$ cat config.mk
export PLATFORM = sky130hd
export DESIGN_NAME = demux_1to4_deser_flat
export DESIGN_NICKNAME = d
export VERILOG_FILES = /design/src/rtl/demux_1to4_deser_if.sv /design/src/rtl/demux_1to4_deser.sv /design/src/flat_wrapper.sv
export SDC_FILE = /design/constraint.sdc
export NUM_CORES = 1
export LEC_CHECK = 0
export BUFFER_PORTS_ARGS = -buffer_cell sky130_fd_sc_hd__buf_2
export CAP_MARGIN = 25
export CORE_AREA = 2 2 39 41
export DETAILED_ROUTE_END_ITERATION = 7
export DIE_AREA = 0 0 41 43
export PLACE_DENSITY_LB_ADDON = 0.25
export SETUP_SLACK_MARGIN = 0.05
export SLEW_MARGIN = 30
export SYNTH_ARGS = -nofsm -noshare
export SYNTH_HDL_FRONTEND = slang
export SYNTH_SLANG_ARGS = --single-unit
$ cat constraint.sdc
create_clock -name clk -period 3.2 [get_ports clk]
set_clock_uncertainty 0.15 [all_clocks]
set_input_delay 0.16 -clock clk [delete_from_list [all_inputs] [get_ports clk]]
set_output_delay 0.16 -clock clk [all_outputs]
set_load 0.02 [all_outputs]
$ cat src/rtl/demux_1to4_deser_if.sv
// +-----------------------------------------------------------------------------+
// | Module      : demux_1to4_deser_if                                           |
// | Description : Handshake bundle for the 1:4 serial-to-parallel receiver.     |
// |               Serial side : in_valid, in_bit, in_start -> ; <- in_ready     |
// |               Word side   : <- out_valid, out_data ; out_ready ->           |
// |               Status      : <- bit_idx (next slot), sync_err (resync pulse) |
// |               master = the agent driving the serial bits and out_ready,     |
// |               slave  = the receiver.                                        |
// | Revision    : 1.0 - initial release                                         |
// +-----------------------------------------------------------------------------+
`default_nettype none

interface demux_1to4_deser_if;
   logic       in_valid;
   logic       in_bit;
   logic       in_start;
   logic       in_ready;
   logic       out_valid;
   logic       out_ready;
   logic [3:0] out_data;
   logic [1:0] bit_idx;
   logic       sync_err;

   modport master (
      output in_valid, in_bit, in_start, out_ready,
      input  in_ready, out_valid, out_data, bit_idx, sync_err
   );

   modport slave (
      input  in_valid, in_bit, in_start, out_ready,
      output in_ready, out_valid, out_data, bit_idx, sync_err
   );
endinterface

`default_nettype wire

$ cat src/rtl/demux_1to4_deser.sv
// +-----------------------------------------------------------------------------+
// | Module      : demux_1to4_deser                                              |
// | Description : Receiver end of the 4:1 bit-select serializer. Each accepted  |
// |               serial bit is steered into one of four word positions; every |
// |               completed 4-bit word is offered on a registered valid/ready   |
// |               port, with backpressure to the serial side.                   |
// | Ports       : clk  - rising-edge clock                                      |
// |               rst  - synchronous active-high reset                          |
// |               bus  - demux_1to4_deser_if.slave (serial in, word out,        |
// |                      bit_idx, sync_err)                                     |
// | Parameters  : LSB_FIRST - 1: bit k -> out_data[k]; 0: bit k -> out_data[3-k]|
// | Revision    : 1.0 - initial release                                         |
// +-----------------------------------------------------------------------------+
`default_nettype none

module demux_1to4_deser #(
   parameter int unsigned LSB_FIRST = 1
) (
   input  wire logic           clk,
   input  wire logic           rst,
   demux_1to4_deser_if.slave   bus
);

   logic [1:0] r_bit_idx;
   logic [3:0] r_asm;
   logic [3:0] r_out_data;
   logic       r_out_valid;
   logic       r_sync_err;

   logic       w_in_ready;
   logic       w_accept;
   logic       w_complete;
   logic [1:0] w_eff_idx;
   logic [1:0] w_pos;
   logic [3:0] w_asm_next;

   // Stall only when the 4th bit would overwrite a word still waiting downstream.
   assign w_in_ready = !((r_bit_idx == 2'd3) && r_out_valid && !bus.out_ready);
   assign w_accept   = bus.in_valid && w_in_ready;

   // A start bit always lands in slot 0 regardless of where the index was.
   assign w_eff_idx  = bus.in_start ? 2'd0 : r_bit_idx;
   assign w_pos      = (LSB_FIRST != 0) ? w_eff_idx : (2'd3 - w_eff_idx);

   // A start on what would be slot 3 resynchronises instead of completing.
   assign w_complete = w_accept && !bus.in_start && (r_bit_idx == 2'd3);

   always_comb begin
      w_asm_next        = bus.in_start ? 4'b0000 : r_asm;
      w_asm_next[w_pos] = bus.in_bit;
   end

   always_ff @(posedge clk) begin
      if (rst) begin
         r_bit_idx   <= 2'd0;
         r_asm       <= 4'b0000;
         r_out_data  <= 4'b0000;
         r_out_valid <= 1'b0;
         r_sync_err  <= 1'b0;
      end else begin
         r_sync_err <= w_accept && bus.in_start && (r_bit_idx != 2'd0);

         if (w_accept) begin
            r_bit_idx <= bus.in_start ? 2'd1 : (r_bit_idx + 2'd1);
            r_asm     <= w_complete ? 4'b0000 : w_asm_next;
         end

         // Completion wins over consumption so back-to-back words have no bubble.
         if (w_complete) begin
            r_out_data  <= w_asm_next;
            r_out_valid <= 1'b1;
         end else if (r_out_valid && bus.out_ready) begin
            r_out_valid <= 1'b0;
         end
      end
   end

   assign bus.in_ready  = w_in_ready;
   assign bus.out_valid = r_out_valid;
   assign bus.out_data  = r_out_data;
   assign bus.bit_idx   = r_bit_idx;
   assign bus.sync_err  = r_sync_err;

endmodule

`default_nettype wire

$ cat src/flat_wrapper.sv
// flat-port wrapper written by rule: the top's interface ports become plain ports
module demux_1to4_deser_flat 
#(
   parameter int unsigned LSB_FIRST = 1
)
  (clk, rst, bus_in_valid, bus_in_bit, bus_in_start, bus_out_ready, bus_in_ready, bus_out_valid, bus_out_data, bus_bit_idx, bus_sync_err);
  demux_1to4_deser_if bus_i ();
  input  wire logic clk;
  input  wire logic rst;
  input wire logic [$bits(bus_i.in_valid)-1:0] bus_in_valid;
  input wire logic [$bits(bus_i.in_bit)-1:0] bus_in_bit;
  input wire logic [$bits(bus_i.in_start)-1:0] bus_in_start;
  input wire logic [$bits(bus_i.out_ready)-1:0] bus_out_ready;
  output wire logic [$bits(bus_i.in_ready)-1:0] bus_in_ready;
  output wire logic [$bits(bus_i.out_valid)-1:0] bus_out_valid;
  output wire logic [$bits(bus_i.out_data)-1:0] bus_out_data;
  output wire logic [$bits(bus_i.bit_idx)-1:0] bus_bit_idx;
  output wire logic [$bits(bus_i.sync_err)-1:0] bus_sync_err;
  assign bus_i.in_valid = bus_in_valid;
  assign bus_i.in_bit = bus_in_bit;
  assign bus_i.in_start = bus_in_start;
  assign bus_i.out_ready = bus_out_ready;
  assign bus_in_ready = bus_i.in_ready;
  assign bus_out_valid = bus_i.out_valid;
  assign bus_out_data = bus_i.out_data;
  assign bus_bit_idx = bus_i.bit_idx;
  assign bus_sync_err = bus_i.sync_err;
  demux_1to4_deser #(.LSB_FIRST(LSB_FIRST)) u_core (.clk(clk), .rst(rst), .bus(bus_i));
endmodule
==> flow_results.xml <==
<?xml version="1.0" encoding="UTF-8"?>
<metrics>
  <group name="drt">
    <metric name="drt_wl_total" unit="um">1030</metric>
    <metric name="route.vias.total" unit="">462</metric>
    <metric name="post_drt_wl_per_cell" unit="um">11.4</metric>
    <metric name="routed_vias_inst" unit="">5.13</metric>
    <metric name="post-route-drc-count" unit="">0</metric>
    <metric name="drtAntennaViolNets" unit="">0</metric>
    <metric name="dr.first_iter.drc_count" unit="">7</metric>
    <metric name="drt-pass1-iter-count" unit="">4</metric>
  </group>
  <group name="setup_path">
    <metric name="critical_path.max_fanout" unit="">9</metric>
    <metric name="worst_path_max_delay_cell" unit="">sky130_fd_sc_hd__or3_1</metric>
    <metric name="count_of_cells_along_the_worst_register_to_register_path" unit="">5</metric>
    <metric name="critical_path_arrival" unit="ps">1830</metric>
    <metric name="regToRegEndpoint" unit="">u_core.r_asm[2]</metric>
    <metric name="regToRegSetupSlack" unit="ps">1420</metric>
    <metric name="kind_of_end_point_of_the_critical_path" unit="">flip-flop</metric>
    <metric name="regToRegStartpoint" unit="">u_core.bus.bit_idx[0]</metric>
    <metric name="critPathLaunchType" unit="">flip-flop</metric>
    <metric name="worst-endpoint-required" unit="ps">3250</metric>
    <metric name="critPathBufInv" unit="">0</metric>
    <metric name="critical_path.startpoint" unit="">u_core.bus.bit_idx[0]</metric>
    <metric name="crit_chain" unit="">ha_1, nand3b_1, nand2_1, or3_1, a211oi_2</metric>
    <metric name="cp_top_family" unit="">simple AND/OR/NAND/NOR gates</metric>
    <metric name="timing.setup.critical_path_class" unit="">flip-flop to flip-flop</metric>
    <metric name="crit_path_max_incr_delay" unit="ps">420</metric>
  </group>
  <group name="global_routing">
    <metric name="grt_overflow_total" unit="">0</metric>
    <metric name="grt_antenna_before_repair" unit="">0</metric>
    <metric name="routing_layer_with_the_top_usage_in_global_route" unit="">met1</metric>
    <metric name="grtUsageMet3" unit="">0.0785</metric>
    <metric name="use_met1" unit="">0.213</metric>
    <metric name="first_global_vias" unit="">413</metric>
    <metric name="grt_use_total" unit="">0.157</metric>
    <metric name="grt_pass1_wl" unit="um">1840</metric>
    <metric name="grt_use_met2" unit="">0.206</metric>
    <metric name="grt_max_degree" unit="">14</metric>
  </group>
  <group name="logic_synthesis">
    <metric name="synth_top_family_by_area" unit="">simple AND/OR/NAND/NOR gates</metric>
    <metric name="post_synthesis_instance_area" unit="um2">548</metric>
    <metric name="post_synth_inst_count" unit="">59</metric>
    <metric name="synth.lib_cells_used.distinct" unit="">20</metric>
    <metric name="total_nets_after_synthesis" unit="">67</metric>
    <metric name="synth.top_cells.by_area" unit="">sky130_fd_sc_hd__dfxtp_1, sky130_fd_sc_hd__a211oi_1, sky130_fd_sc_hd__mux2i_1</metric>
    <metric name="synth_compound_area_frac" unit="">0.176</metric>
    <metric name="synth_seq_area_share" unit="">0.438</metric>
    <metric name="synth_adder_area_share" unit="">0.0457</metric>
    <metric name="post_synth.cell_area_avg" unit="um2">9.29</metric>
    <metric name="yosys.area.top_type_share" unit="">0.438</metric>
    <metric name="cell_accounting_for_the_most_synthesized_area" unit="">sky130_fd_sc_hd__dfxtp_1</metric>
    <metric name="ys.flop_type" unit="">sky130_fd_sc_hd__dfxtp_1</metric>
    <metric name="xor_and_xnor_fraction_of_the_mapped_netlist_area" unit="">0</metric>
    <metric name="synthTopCellsByCount" unit="">sky130_fd_sc_hd__dfxtp_1, sky130_fd_sc_hd__nor2_1, sky130_fd_sc_hd__a211oi_1, sky130_fd_sc_hd__nand2_1, sky130_fd_sc_hd__mux2i_1</metric>
    <metric name="ys_warn_count" unit="">0</metric>
    <metric name="number_of_enable_type_register_cells_in_the_synthesized_netlist" unit="">0</metric>
    <metric name="yosysMostFrequentCell" unit="">sky130_fd_sc_hd__dfxtp_1</metric>
    <metric name="synth_async_sr_flop_share" unit="">0</metric>
    <metric name="synth.area.mux_share" unit="">0.0731</metric>
    <metric name="yosys_register_bits" unit="">12</metric>
    <metric name="post_synth_and_or_nand_nor_area_fraction" unit="">0.231</metric>
  </group>
  <group name="power_and_ir_drop">
    <metric name="power_density" unit="mW/mm2">424</metric>
    <metric name="vdd_drop_max" unit="uV">154</metric>
    <metric name="static-leakage-power" unit="nW">0.271</metric>
  </group>
  <group name="sta">
    <metric name="slew_violations" unit="">0</metric>
    <metric name="tns" unit="ps">0</metric>
    <metric name="hold_slack" unit="ps">28.9</metric>
    <metric name="min_period_over_period" unit="">0.557</metric>
    <metric name="setup_violations" unit="">0</metric>
    <metric name="least_margin_pin_slew" unit="ps">458</metric>
    <metric name="setup_repair_after_global_routing_missed_its_margin" unit="">false</metric>
    <metric name="fin_crit" unit="ps">1780</metric>
    <metric name="hold_viol_final" unit="">0</metric>
    <metric name="slew_headroom" unit="">0.694</metric>
    <metric name="fmax" unit="GHz">0.561</metric>
    <metric name="finalWorstSetupSlack" unit="ps">1420</metric>
  </group>
  <group name="min_path">
    <metric name="worst_hold_path.num_cells" unit="">3</metric>
    <metric name="timing.hold.worst.class" unit="">input pin to flip-flop</metric>
    <metric name="timing.hold.worst_endpoint" unit="">u_core.bus.out_valid</metric>
    <metric name="hp-start" unit="">bus_out_ready</metric>
  </group>
  <group name="place">
    <metric name="routabilityCongestion" unit="">0.762</metric>
    <metric name="hpwl" unit="um">744</metric>
    <metric name="preCtsSetupSlack" unit="ps">1430</metric>
    <metric name="placement.io_buffers" unit="">14</metric>
  </group>
  <group name="run">
    <metric name="max_cap_check_violation_count" unit="">0</metric>
  </group>
  <group name="floorplanning">
    <metric name="die_h" unit="um">43</metric>
    <metric name="dieArea" unit="mm2">0.00176</metric>
    <metric name="design.core.area" unit="mm2">0.00138</metric>
    <metric name="chipWidth" unit="um">41</metric>
    <metric name="initial_core_util" unit="">0.396</metric>
    <metric name="boundaryPins" unit="">15</metric>
    <metric name="std_cell_rows" unit="">14</metric>
  </group>
  <group name="clock_tree">
    <metric name="clkLatencyLatePin" unit="ps">270</metric>
    <metric name="cts.repair.resized" unit="">0</metric>
    <metric name="cts.htree.levels" unit="">1</metric>
    <metric name="cts.sinks" unit="">12</metric>
    <metric name="cts.reportedPaths.clkPinSlew" unit="ps">70</metric>
    <metric name="cts-hold-fix-buffers" unit="">0</metric>
    <metric name="cts_made_buffers" unit="">3</metric>
    <metric name="postCtsSetupBuffers" unit="">0</metric>
    <metric name="clock-root-buffer" unit="">sky130_fd_sc_hd__clkbuf_4</metric>
    <metric name="cts_tree" unit="">built</metric>
    <metric name="cts_max_path_buffers" unit="">2</metric>
  </group>
  <group name="finish">
    <metric name="flow.area_growth_from_synthesis" unit="%">18.9</metric>
    <metric name="fraction_of_final_layout_cells_sized_beyond_drive_strength_1" unit="">0.257</metric>
    <metric name="fin_nets" unit="">84</metric>
    <metric name="diodes" unit="">0</metric>
    <metric name="final.fill_count" unit="">148</metric>
    <metric name="finish.utilization" unit="">0.471</metric>
  </group>
  <group name="outcome">
    <metric name="status" unit="">finished clean</metric>
  </group>
</metrics>
[worst reg2reg max path, delay by kind of cell, from the launching register on]
family | cells | cell delay, ps
adders and majority gates | 1 | 240
DFF | 1 | 390
AOI/OAI and AO/OA | 1 | 180
and+or+nand+nor | 3 | 760
[flip-flops by register name, summed over array words and instances (netlist names)]
register,cells
u_core.bus.out_data,4
u_core.bus.sync_err,1
u_core.bus.out_valid,1
u_core.bus.bit_idx,2
u_core.r_asm,4
[placed cells by master, fill, tap and decap left out, drive strengths merged]
cell type,n
a2111oi,1
a211oi,8
a21oi,2
and2,1
and4b,1
buf,14
clkbuf,3
dfxtp,12
ha,2
inv,3
mux2i,4
nand2,6
nand2b,1
nand3b,2
nor2,7
nor2b,2
nor4b,1
o21bai,1
or3,3
[power breakdown]
part / internal, mW / switching [mW]
clock: 0.0436 / 0.0488
combinational: 0.0114 / 0.0163
sequential: 0.153 / 0.00382
total: 0.208 / 0.0690
[area by class of cell]
class	count	area (um2)	share of cell area
Multi-Input combinational cell	42	288	0.441
Timing Repair Buffer	14	70.1	0.107
Clock buffer	3	22.5	0.0345
Sequential cell	12	240	0.369
Tap cell	16	20.0	0.0307
Inverter	3	11.3	0.0173
[routing by layer]
layer	part of all wire	wire, um
met3	0.056	58
met4	0	0
met1	0.50	514
met2	0.44	455
met5	0	0
[worst max-delay path by stage]
stage / endpoint / slack (ps) / depth (start not counted)
2_1_floorplan: u_core.r_asm[3] / 1340 / 5
3_3_place_gp: u_core.r_asm[2] / 1500 / 5
3_5_place_dp: u_core.r_asm[3] / 1430 / 5
4_1_cts: u_core.r_asm[2] / 1430 / 5
5_1_grt: u_core.r_asm[3] / 1290 / 5
6_report: u_core.r_asm[2] / 1420 / 5
[cells by family after synthesis]
logic type | count (synthesis)
and+or+nand+nor | 24
AOI/OAI and AO/OA | 12
DFF | 12
buffers and inverters | 5
muxes | 4
adders and majority gates | 2
[stage by stage]
| step | cell area, um2 | cells | power, mW |
|---|---|---|---|
| final | 652 | 90 | 0.277 |
| after global routing | 652 | 90 | 0.292 |
| after CTS | 652 | 90 | 0.280 |
| after detailed placement | 629 | 87 | 0.188 |
| after global placement | 629 | 87 | 0.187 |
| after floorplan | 548 | 59 | 0.177 |
No activity file was read; power rests on OpenSTA's default activity.
